File: config.mk
export PLATFORM = sky130hd
export DESIGN_NAME = mtr_ramp_sched
export DESIGN_NICKNAME = d
export VERILOG_FILES = /design/src/rtl/mtr_ramp_sched.sv
export SDC_FILE = /design/constraint.sdc
export NUM_CORES = 1
export LEC_CHECK = 0
export ABC_AREA = 1
export BUFFER_PORTS_ARGS = -buffer_cell sky130_fd_sc_hd__buf_2
export CORE_MARGIN = 5
export CORE_UTILIZATION = 40
export DETAILED_ROUTE_END_ITERATION = 16
export GPL_ROUTABILITY_DRIVEN = 0
export PLACE_DENSITY = 0.59
export SYNTH_ARGS = -nofsm -noshare
export SYNTH_HDL_FRONTEND = slang
export SYNTH_SLANG_ARGS = --single-unit
File: constraint.sdc
create_clock -name clk -period 3.26 [get_ports clk]
set_input_delay 0.326 -clock clk [delete_from_list [all_inputs] [get_ports clk]]
set_output_delay 0.326 -clock clk [all_outputs]
set_load 0.05 [all_outputs]
File: src/rtl/mtr_ramp_sched.sv
// mtr_ramp_sched: slews left/right motor speed commands toward handshaked targets on a fixed tick,
// with run/stop sequencing, emergency stop and low-battery cutoff.
module mtr_ramp_sched #(
  parameter int          RAMP_DIV  = 1024,
  parameter logic [11:0] STEP      = 12'd16,
  parameter logic [11:0] SPD_LIM   = 12'd2047,
  parameter logic [11:0] VBATT_MIN = 12'h2C0,
  parameter logic [11:0] VBATT_OK  = 12'h300,
  parameter int          LOW_CNT   = 8
) (
  input  logic        clk,
  input  logic        rst_n,
  input  logic [11:0] tgt_lft,
  input  logic [11:0] tgt_rght,
  input  logic        tgt_vld,
  output logic        tgt_rdy,
  input  logic        go,
  input  logic        estop,
  input  logic [11:0] vbatt,
  output logic [11:0] lft_spd,
  output logic [11:0] rght_spd,
  output logic        busy,
  output logic        at_tgt,
  output logic        batt_fault
);
  localparam int CW = $clog2(RAMP_DIV);
  localparam int LW = $clog2(LOW_CNT + 1);

  typedef enum logic [1:0] {IDLE, RUN, STOP, FAULT} state_t;

  state_t state_q, state_d;
  logic [CW-1:0] cnt_q, cnt_d;
  logic [LW-1:0] low_q, low_d;
  logic signed [11:0] lft_q, lft_d, rght_q, rght_d, tl_q, tl_d, tr_q, tr_d;
  logic bf_q, bf_d;
  logic tick, trip, cap;

  function automatic logic signed [11:0] clamp(input logic signed [11:0] t);
    logic signed [11:0] lim;
    lim = $signed(SPD_LIM);
    return t > lim ? lim : (t < -lim ? -lim : t);
  endfunction

  // 13-bit difference so the full signed range never wraps; the final step lands exactly on target
  function automatic logic signed [11:0] step_to(input logic signed [11:0] spd,
                                                 input logic signed [11:0] tgt);
    logic signed [12:0] d, s;
    d = {tgt[11], tgt} - {spd[11], spd};
    s = {1'b0, STEP};
    return (d <= s && d >= -s) ? tgt : (d[12] ? spd - $signed(STEP) : spd + $signed(STEP));
  endfunction

  assign tgt_rdy    = state_q != FAULT;
  assign busy       = state_q != IDLE;
  assign at_tgt     = state_q == RUN && lft_q == tl_q && rght_q == tr_q;
  assign batt_fault = bf_q;
  assign lft_spd    = lft_q;
  assign rght_spd   = rght_q;

  always_comb begin
    low_d   = vbatt >= VBATT_MIN ? '0 : (low_q == LW'(LOW_CNT) ? low_q : low_q + 1'b1);
    trip    = low_d == LW'(LOW_CNT);
    tick    = cnt_q == CW'(RAMP_DIV - 1);
    cnt_d   = tick ? '0 : cnt_q + 1'b1;
    cap     = tgt_vld && tgt_rdy;
    tl_d    = cap ? clamp(tgt_lft) : tl_q;
    tr_d    = cap ? clamp(tgt_rght) : tr_q;
    state_d = state_q;
    lft_d   = lft_q;
    rght_d  = rght_q;
    bf_d    = bf_q;
    if (estop || trip) begin
      state_d = FAULT;
      lft_d   = '0;
      rght_d  = '0;
      bf_d    = estop ? bf_q : 1'b1;
    end else begin
      case (state_q)
        IDLE: begin
          lft_d   = '0;
          rght_d  = '0;
          state_d = go ? RUN : IDLE;
          cnt_d   = go ? '0 : cnt_d;
        end
        RUN: begin
          lft_d   = tick ? step_to(lft_q, tl_q) : lft_q;
          rght_d  = tick ? step_to(rght_q, tr_q) : rght_q;
          state_d = go ? RUN : STOP;
        end
        STOP: begin
          lft_d   = tick ? step_to(lft_q, '0) : lft_q;
          rght_d  = tick ? step_to(rght_q, '0) : rght_q;
          state_d = go ? RUN : (lft_q == '0 && rght_q == '0 ? IDLE : STOP);
        end
        default: begin
          lft_d   = '0;
          rght_d  = '0;
          state_d = !go && vbatt >= VBATT_OK ? IDLE : FAULT;
          bf_d    = !go && vbatt >= VBATT_OK ? 1'b0 : bf_q;
        end
      endcase
    end
  end

  always_ff @(posedge clk) begin
    if (!rst_n) begin
      state_q <= IDLE;
      cnt_q   <= '0;
      low_q   <= '0;
      lft_q   <= '0;
      rght_q  <= '0;
      tl_q    <= '0;
      tr_q    <= '0;
      bf_q    <= 1'b0;
    end else begin
      state_q <= state_d;
      cnt_q   <= cnt_d;
      low_q   <= low_d;
      lft_q   <= lft_d;
      rght_q  <= rght_d;
      tl_q    <= tl_d;
      tr_q    <= tr_d;
      bf_q    <= bf_d;
    end
  end
endmodule

# Yosys cells after proc, flatten, opt, wreduce, memory -nomap -nowiden

Index checks and enable logic that the tools add are counted.

Flip-flop bits (word level): 65
Latch bits: 0
RAM bits: 0
Bits in read-only memories: 0
Output and inout bits: 28
Memories kept: 0

$add $sub $neg: 10
$mul: 0
Div/mod/pow operators: 0
Magnitude comparators: 14
Eq/ne operators: 12
Shift-type cells: 0
Multiplexer cells: 35
Bitwise operators: 1
Reduce and logical (&&, ||, !) cells: 20

Operators with widths:

| cell                    | count |
|---|---|
| $mux W12                | 16 |
| $ge A13 B5 Y1 const B   | 4 |
| $le A13 B6 Y1 const B   | 4 |
| $pmux W12 S2            | 2 |
| $mux W10                | 4 |
| $sub A1 B12 Y13 const A | 2 |
| $sub A12 B12 Y13        | 2 |
| $add A12 B6 Y12 const B | 2 |
| $eq A12 B12 Y1          | 2 |
| $ge A12 B10 Y1 const B  | 2 |
| $gt A12 B12 Y1 const B  | 2 |
| $logic_not A12 Y1       | 2 |
| $lt A12 B12 Y1 const B  | 2 |
| $sub A12 B6 Y12 const B | 2 |
| $add A10 B1 Y10 const B | 1 |
| $eq A10 B10 Y1 const B  | 1 |
| $mux W2                 | 5 |
| $logic_and A1 B1 Y1     | 9 |
| $eq A4 B4 Y1 const B    | 2 |
| $mux W4                 | 2 |
| $ne A2 B2 Y1 const B    | 4 |
| $pmux W2 S3             | 1 |
| $mux W1                 | 5 |
| $add A4 B1 Y4 const B   | 1 |
| 12 further kinds        | 13 |

# Longest topological paths before layout

Gate-level depths: netlist of run 1.

Depth in word-level cells: 7
Depth in mapped cells: 21

# Worst setup path before layout of run 1

No wires, ideal clock.

Path type: register -> output
From: reg rght_q[10], in the netlist rght_spd[10]
To: out at_tgt
Data arrival time: 3.227 ns
Data required time: 2.934 ns
Slack: -0.293 ns
Cell stages (with the launch flop): 9
Buffers on the path: 0
Cell sequence: dfxtp_1 > clkinv_1 > ha_1 > nand2_1 > inv_1 > nand2_1 > nor2_4 > nand2_1 > nor4_1

Cells in the longest elaborated chain, start to end: 2

Ends and longest elaborated chain:

| what                   | line | text |
|---|---|---|
| start, declared        | 34   | `logic signed [11:0] lft_q, lft_d, rght_q, rght_d, tl_q, tl_d, tr_q, tr_d;` |
| start signal, assigned | 120  | `rght_q <= rght_d;` |
| $eq A12 B12 Y1         | 55   | `assign at_tgt = state_q == RUN && lft_q == tl_q && rght_q == tr_q;` |
| $logic_and A1 B1 Y1    | 55   |  |
| end, declared          | 23   | `output logic at_tgt,` |

Every way passes these cells.

# Worst setup path in the final report of run 1

From: reg rght_q[3], in the netlist rght_spd[3]
To: reg rght_q[9], in the netlist rght_spd[9]

Cells in the longest elaborated chain, start to end: 6
Elaborated cells on any way between the ends: 17
Classes of those cells: add/sub (4); order compare (4); mux (7); reduce/logical (2)

Ends and longest elaborated chain:

| what                                                | line   | text |
|---|---|---|
| $sub A1 B12 Y13 or $sub A12 B12 Y13 (tied branches) | 48     | `d = {tgt[11], tgt} - {spd[11], spd};` |
| $le A13 B6 Y1 or $ge A13 B5 Y1 (tied branches)      | 50     | `return (d <= s && d >= -s) ? tgt : (d[12] ? spd - $signed(STEP) : spd + $signed(STEP));` |
| $logic_and A1 B1 Y1                                 | 50     |  |
| $mux W12                                            | 50     |  |
| $mux W12 (on tied branches)                         | 92, 87 |  |
| $pmux W12 S2 (*)                                    | 78     | `case (state_q)` |

Mark *: on every way between the ends. The rest lies on a longest branch, timed or not. The select of a mux whose other input is x is not followed.
A chain may end at the register's enable or synchronous reset.

==> reports/metrics.csv, run 1 <==
metric,value,unit
required,3.45,ns
p_leak,0.003806,uW
drv_slew,0,
htreeDepth,3,
hold_violations,0,
std_cell_rows,46,
period_needed,2.790,ns
worstMarginPinSlew,1.060,ns
finalPower,3127,uW
dr.pass1.iters,5,
overflow,0,
hold_buffers,0,
yosys.area_share.simple,42.67,%
avgSynthCellArea,6.343,sq um
rsz0062_at_grt,no,
path_cells,"inv_1, ha_1, nand2_1, nand2_1, nor2_4, inv_2, nand2_2, nand4_2, nand2_4, nand2_2, nor2_4, nand2_4, nand2_8, nand2_1, nand3_1, nand2_1, nand2_1, a21oi_1",
critPathMostFrequentCell,nand2_1,
yosysWarnings,0,
clk_pin_slew,0.05,ns
synth.distinct_cells,50,
core_area,0.01600,sq mm
avgRoutedWirePerCell,14.39,um
cts-root-buf,clkbuf_16,
cts.sink_count,65,
cp.arrival,2.98,ns
postCtsSetupBuffers,0,
synth_fa_ha_area_share,8.416,%
portBuffers,62,
gr-usage-all-layers,19.70,%
status,completed,
synthXorXnorAreaFrac,6.664,%
setup_viol,0,
dieArea,0.01909,sq mm
ys_top_cells_by_count,"nand2_1, inv_1, nand3_1, nor2_1, dfxtp_1",
routed_via_density,5.046,
yosysSeqAreaShare,19.80,%
postSynthCellCount,1036,
vias,6671,
initialDrtViolationCount,322,
grt_pass1_vias,6200,
synthArstFlopShare,0,%
crit_family,simple AND/OR/NAND/NOR gates,
drive_above_1_share,17.72,%
grt_max_degree,30,
met1Wirelength,9292,um
clock_latency,0.33,ns
path_buf_inv,2,
syn_area,0.006571,sq mm
wl,19020,um
max_clock_freq,0.3585,GHz
dr.max_layer_used,met4,
finClkSkew,0.005985,ns
numCtsBuffers,9,
muxShareOfSynthArea,0,%
antenna_cells,0,
synthFlopType,dfxtp_1,
slowest_delay,0.44,ns
yosysMostFrequentCell,nand2_1,
path_class,reg -> reg,
post-dp-hpwl,15330,um
synth_top_family_by_area,simple AND/OR/NAND/NOR gates,
nets,1188,
cts-resized-gates,0,
fill_cells,1748,
slowest_stage,ha_1,
ir_worst_vdd,0.2659,mV
fin_tns_setup,0,ns
hp-class,in -> reg,
max-cap-violations,0,
crit_fanout,14,
post-route-period-util,85.58,%
synth_top_cell_area_share,19.80,%
syn_nets,1120,
slew_headroom,29.24,%
met3_length,1054,um
ant_nets,0,
syn2layout_area_growth,12.62,%
cts_tree,built,
die_h,138.2,um
die-width,138.2,um
grt_pass1_wl,31420,um
antenna_found_initial,0,
synth_edf_count,0,
worst_setup_path_start_kind,flop,
worstSetupEndpointType,flop,
clock_path_buffers,2,
drcViolationCount,0,
synth_compound_area_share,10.87,%
ios,69,
p_per_area,422.6,mW/mm^2
dr_wl_met2,8425,um
start_util,41.07,%
synth_area_leaders,"dfxtp_1, nand2_1, inv_1, ha_1, nand3_1",
synth-seq-cells,65,
synth_largest_area_cell,dfxtp_1,
[report_power, final]
group	internal [uW]	switching, uW	total (uW)	leakage [uW]
clock	521	337	858	0.000124
sequential	834	26.8	861	0.000531
combinational	469	939	1410	0.00315
[cells in the final DEF, fill, tap and decap left out, drive strengths merged, types with 20 or more instances in the layout]
| cell type | n |
|---|---|
| a21oi | 63 |
| nor2 | 101 |
| a211oi | 20 |
| inv | 153 |
| dfxtp | 65 |
| nand2 | 309 |
| nand4 | 29 |
| buf | 82 |
| o21ai | 30 |
| nand3 | 106 |
| xor2 | 42 |
| ha | 41 |
[worst paths after layout]
path,slack (ns),to,startpoint,depth (start not counted)
worst max-delay path,0.47,rght_spd[9]$_SDFFE_PP0P_,rght_spd[3]$_SDFFE_PP0P_,18
worst min register to register,0.44,cnt_q[0]$_SDFF_PN0_,cnt_q[0]$_SDFF_PN0_,1
worst min-delay path,0.29,tr_q[4]$_SDFFE_PN0P_,tgt_rght[4],3
worst max register to register,0.47,rght_spd[9]$_SDFFE_PP0P_,rght_spd[3]$_SDFFE_PP0P_,18
[per-stage QoR]
| step | worst slack [ns] | hold slack (ns) | instances | utilization [%] | cell area [sq um] |
|---|---|---|---|---|---|
| after global placement | 0.5106 | 0.4371 | 1309 | 44.68 | 7149 |
| after CTS | 0.4814 | 0.2789 | 1322 | 46.25 | 7401 |
| after detailed placement | 0.4895 | 0.4405 | 1309 | 44.68 | 7149 |
| final | 0.4702 | 0.2923 | 1322 | 46.25 | 7401 |
| after global routing | 0.2045 | 0.3032 | 1322 | 46.25 | 7401 |
| after floorplan | 0.2902 | 0.4175 | 1036 | - | 6578 |
[flip-flops by register name (all words and copies together) (netlist names)]
signal,flops
batt_fault,1
cnt_q,10
lft_spd,12
low_q,4
rght_spd,12
state_q,2
tl_q,12
tr_q,12
[kinds of logic (layout without fill, tap and decap cells)]
logic type,count (synthesis),count (layout)
AOI/OAI and AO/OA,122,122
and+or+nand+nor,571,571
DFF,65,65
xor gates and xnor gates,50,50
adders and majority gates,43,43
buffers and inverters,185,255
[cell type report]
cell class	count	area [sq um]	area share, %
clock buffer	12	246.5	3.331
clock inverter	1	5.005	0.06762
inverter	160	601.8	8.132
multi-input combinational	786	4516	61.01
sequential	65	1301	17.58
tap	216	270.3	3.652
timing repair buffer	82	460.4	6.221
[worst register-to-register path: cells and delay by family, from the launching register on]
kind / cells / cell delay (ns)
simple gates: 14 / 1.58
fa+ha+maj: 1 / 0.44
flops: 1 / 0.43
buf+inv: 2 / 0.14
compound gates: 1 / 0.06
[metal layers]
metal / global-route usage [%] / vias to the layer above
met5: 0 / -
met4: 5.252 / 0
met3: 3.690 / 19
met2: 30.94 / 175
met1: 27.79 / 3006
li1: - / 3471
Note: power is estimated with default switching activity, not from simulation.
==> run 2, diff against run 1 <==
clock period = 2.6 ns   (was 3.26 ns; I/O delays follow)
==> reports/metrics.csv, run 2 (synthesis results as in run 1) <==
metric,value,unit,change
hold_violations,0,,unchanged
endpoint,lft_spd[0]$_SDFFE_PP0P_,,was rght_spd[9]$_SDFFE_PP0P_
cts-root-buf,clkbuf_16,,unchanged
max-cap-violations,0,,unchanged
initialDrtViolationCount,589,,was 322
gr-usage-all-layers,19.27,%,was 19.70%
period_needed,2.525,ns,was 2.790 ns
ir_worst_vdd,0.3223,mV,was 0.2659 mV
crit_family,simple AND/OR/NAND/NOR gates,,unchanged
path_cells,"inv_2, ha_4, fa_2, nand2_2, nor3b_2, nand3_1, nand2_1, nand2_1, inv_1, nand2_2, nor2_4, nand3_4, nand2_8, nand3_4, nor2_4, o21ai_2, nor2_1",,"was inv_1, ha_1, nand2_1, nand2_1, nor2_4, inv_2, nand2_2, nand4_2, nand2_4, nand2_2, nor2_4, nand2_4, nand2_8, nand2_1, nand3_1, nand2_1, nand2_1, a21oi_1"
reg2regPathDepth,17,,was 18
avgRoutedWirePerCell,14.46,um,was 14.39 um
die-width,138.2,um,unchanged
drive_above_1_share,27.87,%,was 17.72%
drcViolationCount,0,,unchanged
slowest_stage,fa_2,,was ha_1
final_common_cell,nand2_1,,unchanged
portBuffers,62,,unchanged
drv_slew,0,,unchanged
post-dp-hpwl,15160,um,was 15330 um
path_buf_inv,2,,unchanged
slew_headroom,51.36,%,was 29.24%
std_cell_rows,46,,unchanged
hp-class,in -> reg,,unchanged
cts.sink_count,65,,unchanged
min_from,tgt_lft[4],,was tgt_rght[4]
numCtsBuffers,9,,unchanged
core_area,0.01600,sq mm,unchanged
rrSetupSlack,0.08,ns,was 0.47 ns
worstMarginPinSlew,0.7278,ns,was 1.060 ns
cp.arrival,2.80,ns,was 2.98 ns
final_cell_mix,"nand2_1, inv_1, nand3_1",,unchanged
multi_input_area,0.004961,sq mm,was 0.004516 sq mm
clock_latency,0.34,ns,was 0.33 ns
ios,69,,unchanged
design_area,0.008249,sq mm,was 0.007401 sq mm
startpoint,tl_q[0]$_SDFFE_PN0P_,,was rght_spd[3]$_SDFFE_PP0P_
slowest_delay,0.52,ns,was 0.44 ns
rsz0062_at_grt,yes,,was no
clk_pin_slew,0.06,ns,was 0.05 ns
finClkSkew,0.005625,ns,was 0.005985 ns
grt_pass1_vias,6154,,was 6200
path_class,reg -> reg,,unchanged
required,2.88,ns,was 3.45 ns
setup_viol,0,,unchanged
grt_max_degree,24,,was 30
post-route-period-util,97.11,%,was 85.58%
antenna_found_initial,0,,unchanged
status,completed,,unchanged
overflow,0,,unchanged
dr.pass1.iters,5,,unchanged
start_util,41.07,%,unchanged
p_per_area,552.9,mW/mm^2,was 422.6 mW/mm^2
syn2layout_area_growth,25.53,%,was 12.62%
htreeDepth,3,,unchanged
p_leak,0.004069,uW,was 0.003806 uW
finalPower,4561,uW,was 3127 uW
routed_via_density,5.056,,was 5.046
whs_path_depth,3,,unchanged
dp_slack,0.03043,ns,was 0.4895 ns
vias,6896,,was 6671
dp_cells,1337,,was 1309
worst_setup_path_start_kind,flop,,unchanged
cts_tree,built,,unchanged
dieArea,0.01909,sq mm,unchanged
grt_pass1_wl,30820,um,was 31420 um
r2r_end,lft_spd[0]$_SDFFE_PP0P_,,was rght_spd[9]$_SDFFE_PP0P_
fill_cells,1658,,was 1748
clock_path_buffers,2,,unchanged
worstSetupEndpointType,flop,,unchanged
seqCellArea,0.001325,sq mm,was 0.001301 sq mm
ant_nets,0,,unchanged
postLayoutSetupSlackWorst,0.07515,ns,was 0.4702 ns
crit_cells,17,,was 18
r2r_start,tl_q[0]$_SDFFE_PN0P_,,was rght_spd[3]$_SDFFE_PP0P_
crit_fanout,5,,was 14
max_clock_freq,0.3961,GHz,was 0.3585 GHz
nets,1227,,was 1188
instances_no_fill,1364,,was 1322
post_dp_cell_area,0.007401,sq mm,was 0.007149 sq mm
antenna_cells,0,,unchanged
wl,19720,um,was 19020 um
die_h,138.2,um,unchanged
-- run 2: cell count changes in the layout (fill, tap and decap cells not counted), sizes merged --
cell	delta
inv	+2
nand3	+1
nand4	+1
clkbuf	-1
nand2	+3
bufinv	+3
clkinv	-2
clkinvlp	+1
buf	+34
-- run 2: metrics by stage --
stage,util [%],TNS (ns),hold slack (ns)
after floorplan,-,0,0.3844
after global placement,46.25,0,0.4299
after detailed placement,46.25,0,0.4420
after CTS,48.41,0,0.2135
after global routing,51.56,-0.3964,0.2314
final,51.56,0,0.2213
-- run 2: layout make-up --
type | instances | share of cell area [%]
Clock buffer | 11 | 2.943
Clock inverter | 5 | 1.244
Multi-Input combinational cell | 791 | 60.14
Tap cell | 216 | 3.276
Inverter | 160 | 7.356
Sequential cell | 65 | 16.06
Timing Repair Buffer | 116 | 8.979
-- run 2: routing by layer --
| layer | up-vias | wire length [um] | track usage [%] |
|---|---|---|---|
| met1 | 3146 | 9970 | 28.97 |
| li1 | 3565 | - | - |
| met3 | 17 | 1125 | 3.517 |
| met4 | 0 | 193 | 3.952 |
| met2 | 168 | 8433 | 28.73 |
| met5 | - | 0 | 0 |
-- run 2: timing repair --
action / CTS / global route
hold buffers: 0 / 0
setup buffers: 0 / 6
endpoints found under the setup margin: 0 / 25
resized for setup: 0 / 94
-- run 2: tightest hold or removal path, cell delays in order --
cell and delay, ns:
buf_2 0.12, nand3_1 0.07, a21oi_1 0.06
-- run 2: how the worst min path moves through the flow --
stage,endpoint,slack [ns]
after floorplan,state_q[0]$_SDFF_PN0_,0.38
after global placement,cnt_q[0]$_SDFF_PN0_,0.43
after detailed placement,cnt_q[0]$_SDFF_PN0_,0.44
after CTS,tl_q[4]$_SDFFE_PN0P_,0.21
after global routing,batt_fault$_SDFFE_PN0P_,0.23
final,tl_q[4]$_SDFFE_PN0P_,0.22
-- run 2: where the power goes --
part | internal, uW | total [uW] | switching (uW)
sequential | 1050 | 1080 | 37.4
combinational | 744 | 2050 | 1310
clock | 961 | 1430 | 468
total | 2750 | 4560 | 1810
==> run 3, diff against run 2 <==
clock period = 3.3 ns   (was 2.6 ns; I/O delays follow)
==> reports/metrics.csv, run 3 (synthesis results as in run 1) <==
metric,value,unit,change
clock_path_buffers,2,,unchanged
setup_viol,0,,unchanged
ios,69,,unchanged
numCtsBuffers,9,,unchanged
cts.sink_count,65,,unchanged
wl,19200,um,was 19720 um
drive_above_1_share,18.20,%,was 27.87%
period_needed,2.816,ns,was 2.525 ns
final_cell_mix,"nand2_1, inv_1, nand3_1",,unchanged
post_dp_cell_area,0.007157,sq mm,was 0.007401 sq mm
max-cap-violations,0,,unchanged
seqCellArea,0.001301,sq mm,was 0.001325 sq mm
rsz0062_at_grt,no,,was yes
die-width,138.2,um,unchanged
slowest_delay,0.45,ns,was 0.52 ns
p_leak,0.003847,uW,was 0.004069 uW
multi_input_area,0.004516,sq mm,was 0.004961 sq mm
std_cell_rows,46,,unchanged
ir_worst_vdd,0.2190,mV,was 0.3223 mV
cp.arrival,3.01,ns,was 2.80 ns
final_common_cell,nand2_1,,unchanged
design_area,0.007487,sq mm,was 0.008249 sq mm
startpoint,rght_spd[9]$_SDFFE_PP0P_,,was tl_q[0]$_SDFFE_PN0P_
dr.pass1.iters,5,,unchanged
reg2regPathDepth,19,,was 17
required,3.49,ns,was 2.88 ns
routed_via_density,5.014,,was 5.056
dieArea,0.01909,sq mm,unchanged
r2r_start,rght_spd[9]$_SDFFE_PP0P_,,was tl_q[0]$_SDFFE_PN0P_
worstMarginPinSlew,1.070,ns,was 0.7278 ns
path_cells,"inv_1, ha_1, nand2_2, clkinv_2, nand2_1, nor2_4, nand2_2, nand3_2, nand2_2, nand2_4, nand2_2, nor2_4, nand2_4, nand2_8, nand2_1, nand3_1, nand2_1, nand2_1, a21oi_1",,"was inv_2, ha_4, fa_2, nand2_2, nor3b_2, nand3_1, nand2_1, nand2_1, inv_1, nand2_2, nor2_4, nand3_4, nand2_8, nand3_4, nor2_4, o21ai_2, nor2_1"
initialDrtViolationCount,324,,was 589
syn2layout_area_growth,13.94,%,was 25.53%
max_clock_freq,0.3551,GHz,was 0.3961 GHz
hold_violations,0,,unchanged
nets,1189,,was 1227
post-dp-hpwl,15490,um,was 15160 um
hold_buffers,0,,unchanged
die_h,138.2,um,unchanged
path_class,reg -> reg,,unchanged
ant_nets,0,,unchanged
grt_max_degree,33,,was 24
antenna_found_initial,0,,unchanged
cts-resized-gates,0,,unchanged
fill_cells,1759,,was 1658
grt_pass1_wl,31330,um,was 30820 um
cts-root-buf,clkbuf_16,,unchanged
drcViolationCount,0,,unchanged
htreeDepth,3,,unchanged
postCtsSetupBuffers,0,,unchanged
gr-usage-all-layers,19.80,%,was 19.27%
post-route-period-util,85.34,%,was 97.11%
finClkSkew,0.01348,ns,was 0.005625 ns
status,completed,,unchanged
instances_no_fill,1326,,was 1364
worst_setup_path_start_kind,flop,,unchanged
drv_slew,0,,unchanged
hp-class,in -> reg,,unchanged
slowest_stage,dfxtp_1,,was fa_2
endpoint,rght_spd[9]$_SDFFE_PP0P_,,was lft_spd[0]$_SDFFE_PP0P_
crit_fanout,14,,was 5
vias,6648,,was 6896
overflow,0,,unchanged
avgRoutedWirePerCell,14.48,um,was 14.46 um
clk_pin_slew,0.06,ns,about the same
cts_tree,built,,unchanged
rrSetupSlack,0.48,ns,was 0.08 ns
clock_latency,0.34,ns,about the same
grt_pass1_vias,6121,,was 6154
start_util,41.07,%,unchanged
r2r_end,rght_spd[9]$_SDFFE_PP0P_,,was lft_spd[0]$_SDFFE_PP0P_
finalPower,3314,uW,was 4561 uW
portBuffers,62,,unchanged
p_per_area,442.6,mW/mm^2,was 552.9 mW/mm^2
dp_cells,1310,,was 1337
slew_headroom,28.59,%,was 51.36%
fin_tns_setup,0,ns,unchanged
final_util,46.79,%,was 51.56%
core_area,0.01600,sq mm,unchanged
antenna_cells,0,,unchanged
worstSetupEndpointType,flop,,unchanged
## run 3: cell count changes in the layout (fill, tap and decap cells not counted), sizes merged
cell    before  now
clkinv       6    9
buf        116   83
nand3      107  106
nand2      312  309
inv        155  153
bufinv       3    2
nand4       30   29
## run 3: where the power goes
group / total, uW / internal [uW] / switching (uW)
clock: 1070 / 700 / 368
sequential: 850 / 823 / 26.8
combinational: 1400 / 464 / 932
## run 3: final cells by class
class / count / share of cell area [%]
Clock buffer: 11 / 3.376
Inverter: 160 / 8.038
Timing Repair Buffer: 83 / 6.250
Multi-Input combinational cell: 786 / 60.31
Tap cell: 216 / 3.610
Sequential cell: 65 / 17.38
Clock inverter: 5 / 1.036
## run 3: critical path, delay by kind of cell, from the launching register on
family / cells / cell delay (ns)
AO/OA/AOI/OAI: 1 / 0.07
adder cells (fa/ha/maj): 1 / 0.44
buffers and inverters: 2 / 0.24
AND/OR/NAND/NOR: 15 / 1.46
flip-flops: 1 / 0.45
## run 3: how the worst min path moves through the flow
stage                        startpoint  cells after the start                 endpoint  slack [ns]
floorplan           cnt_q[0]$_SDFF_PN0_                      1      cnt_q[0]$_SDFF_PN0_        0.42
global placement    cnt_q[0]$_SDFF_PN0_                      1      cnt_q[0]$_SDFF_PN0_        0.44
detailed placement  cnt_q[0]$_SDFF_PN0_                      1      cnt_q[0]$_SDFF_PN0_        0.44
CTS                               estop                      3  batt_fault$_SDFFE_PN0P_        0.28
global route                tgt_rght[4]                      3     tr_q[4]$_SDFFE_PN0P_        0.30
finish                            estop                      3  batt_fault$_SDFFE_PN0P_        0.29
## run 3: per-layer routing
metal	vias to the layer above	part of all wire, %	global-route usage, %
met5	-	0	0
met3	15	4.6	3.207
met1	2986	49	27.96
met2	162	45	31.91
li1	3485	-	-
met4	0	1.1	4.264
## run 3: stage by stage
step           hold slack [ns]  setup slack (ns)
2_1_floorplan           0.4175            0.3262
3_3_place_gp            0.4362            0.5545
3_5_place_dp            0.4402            0.4962
4_1_cts                 0.2775            0.4709
5_1_grt                 0.3018            0.1993
6_report                0.2886            0.4837
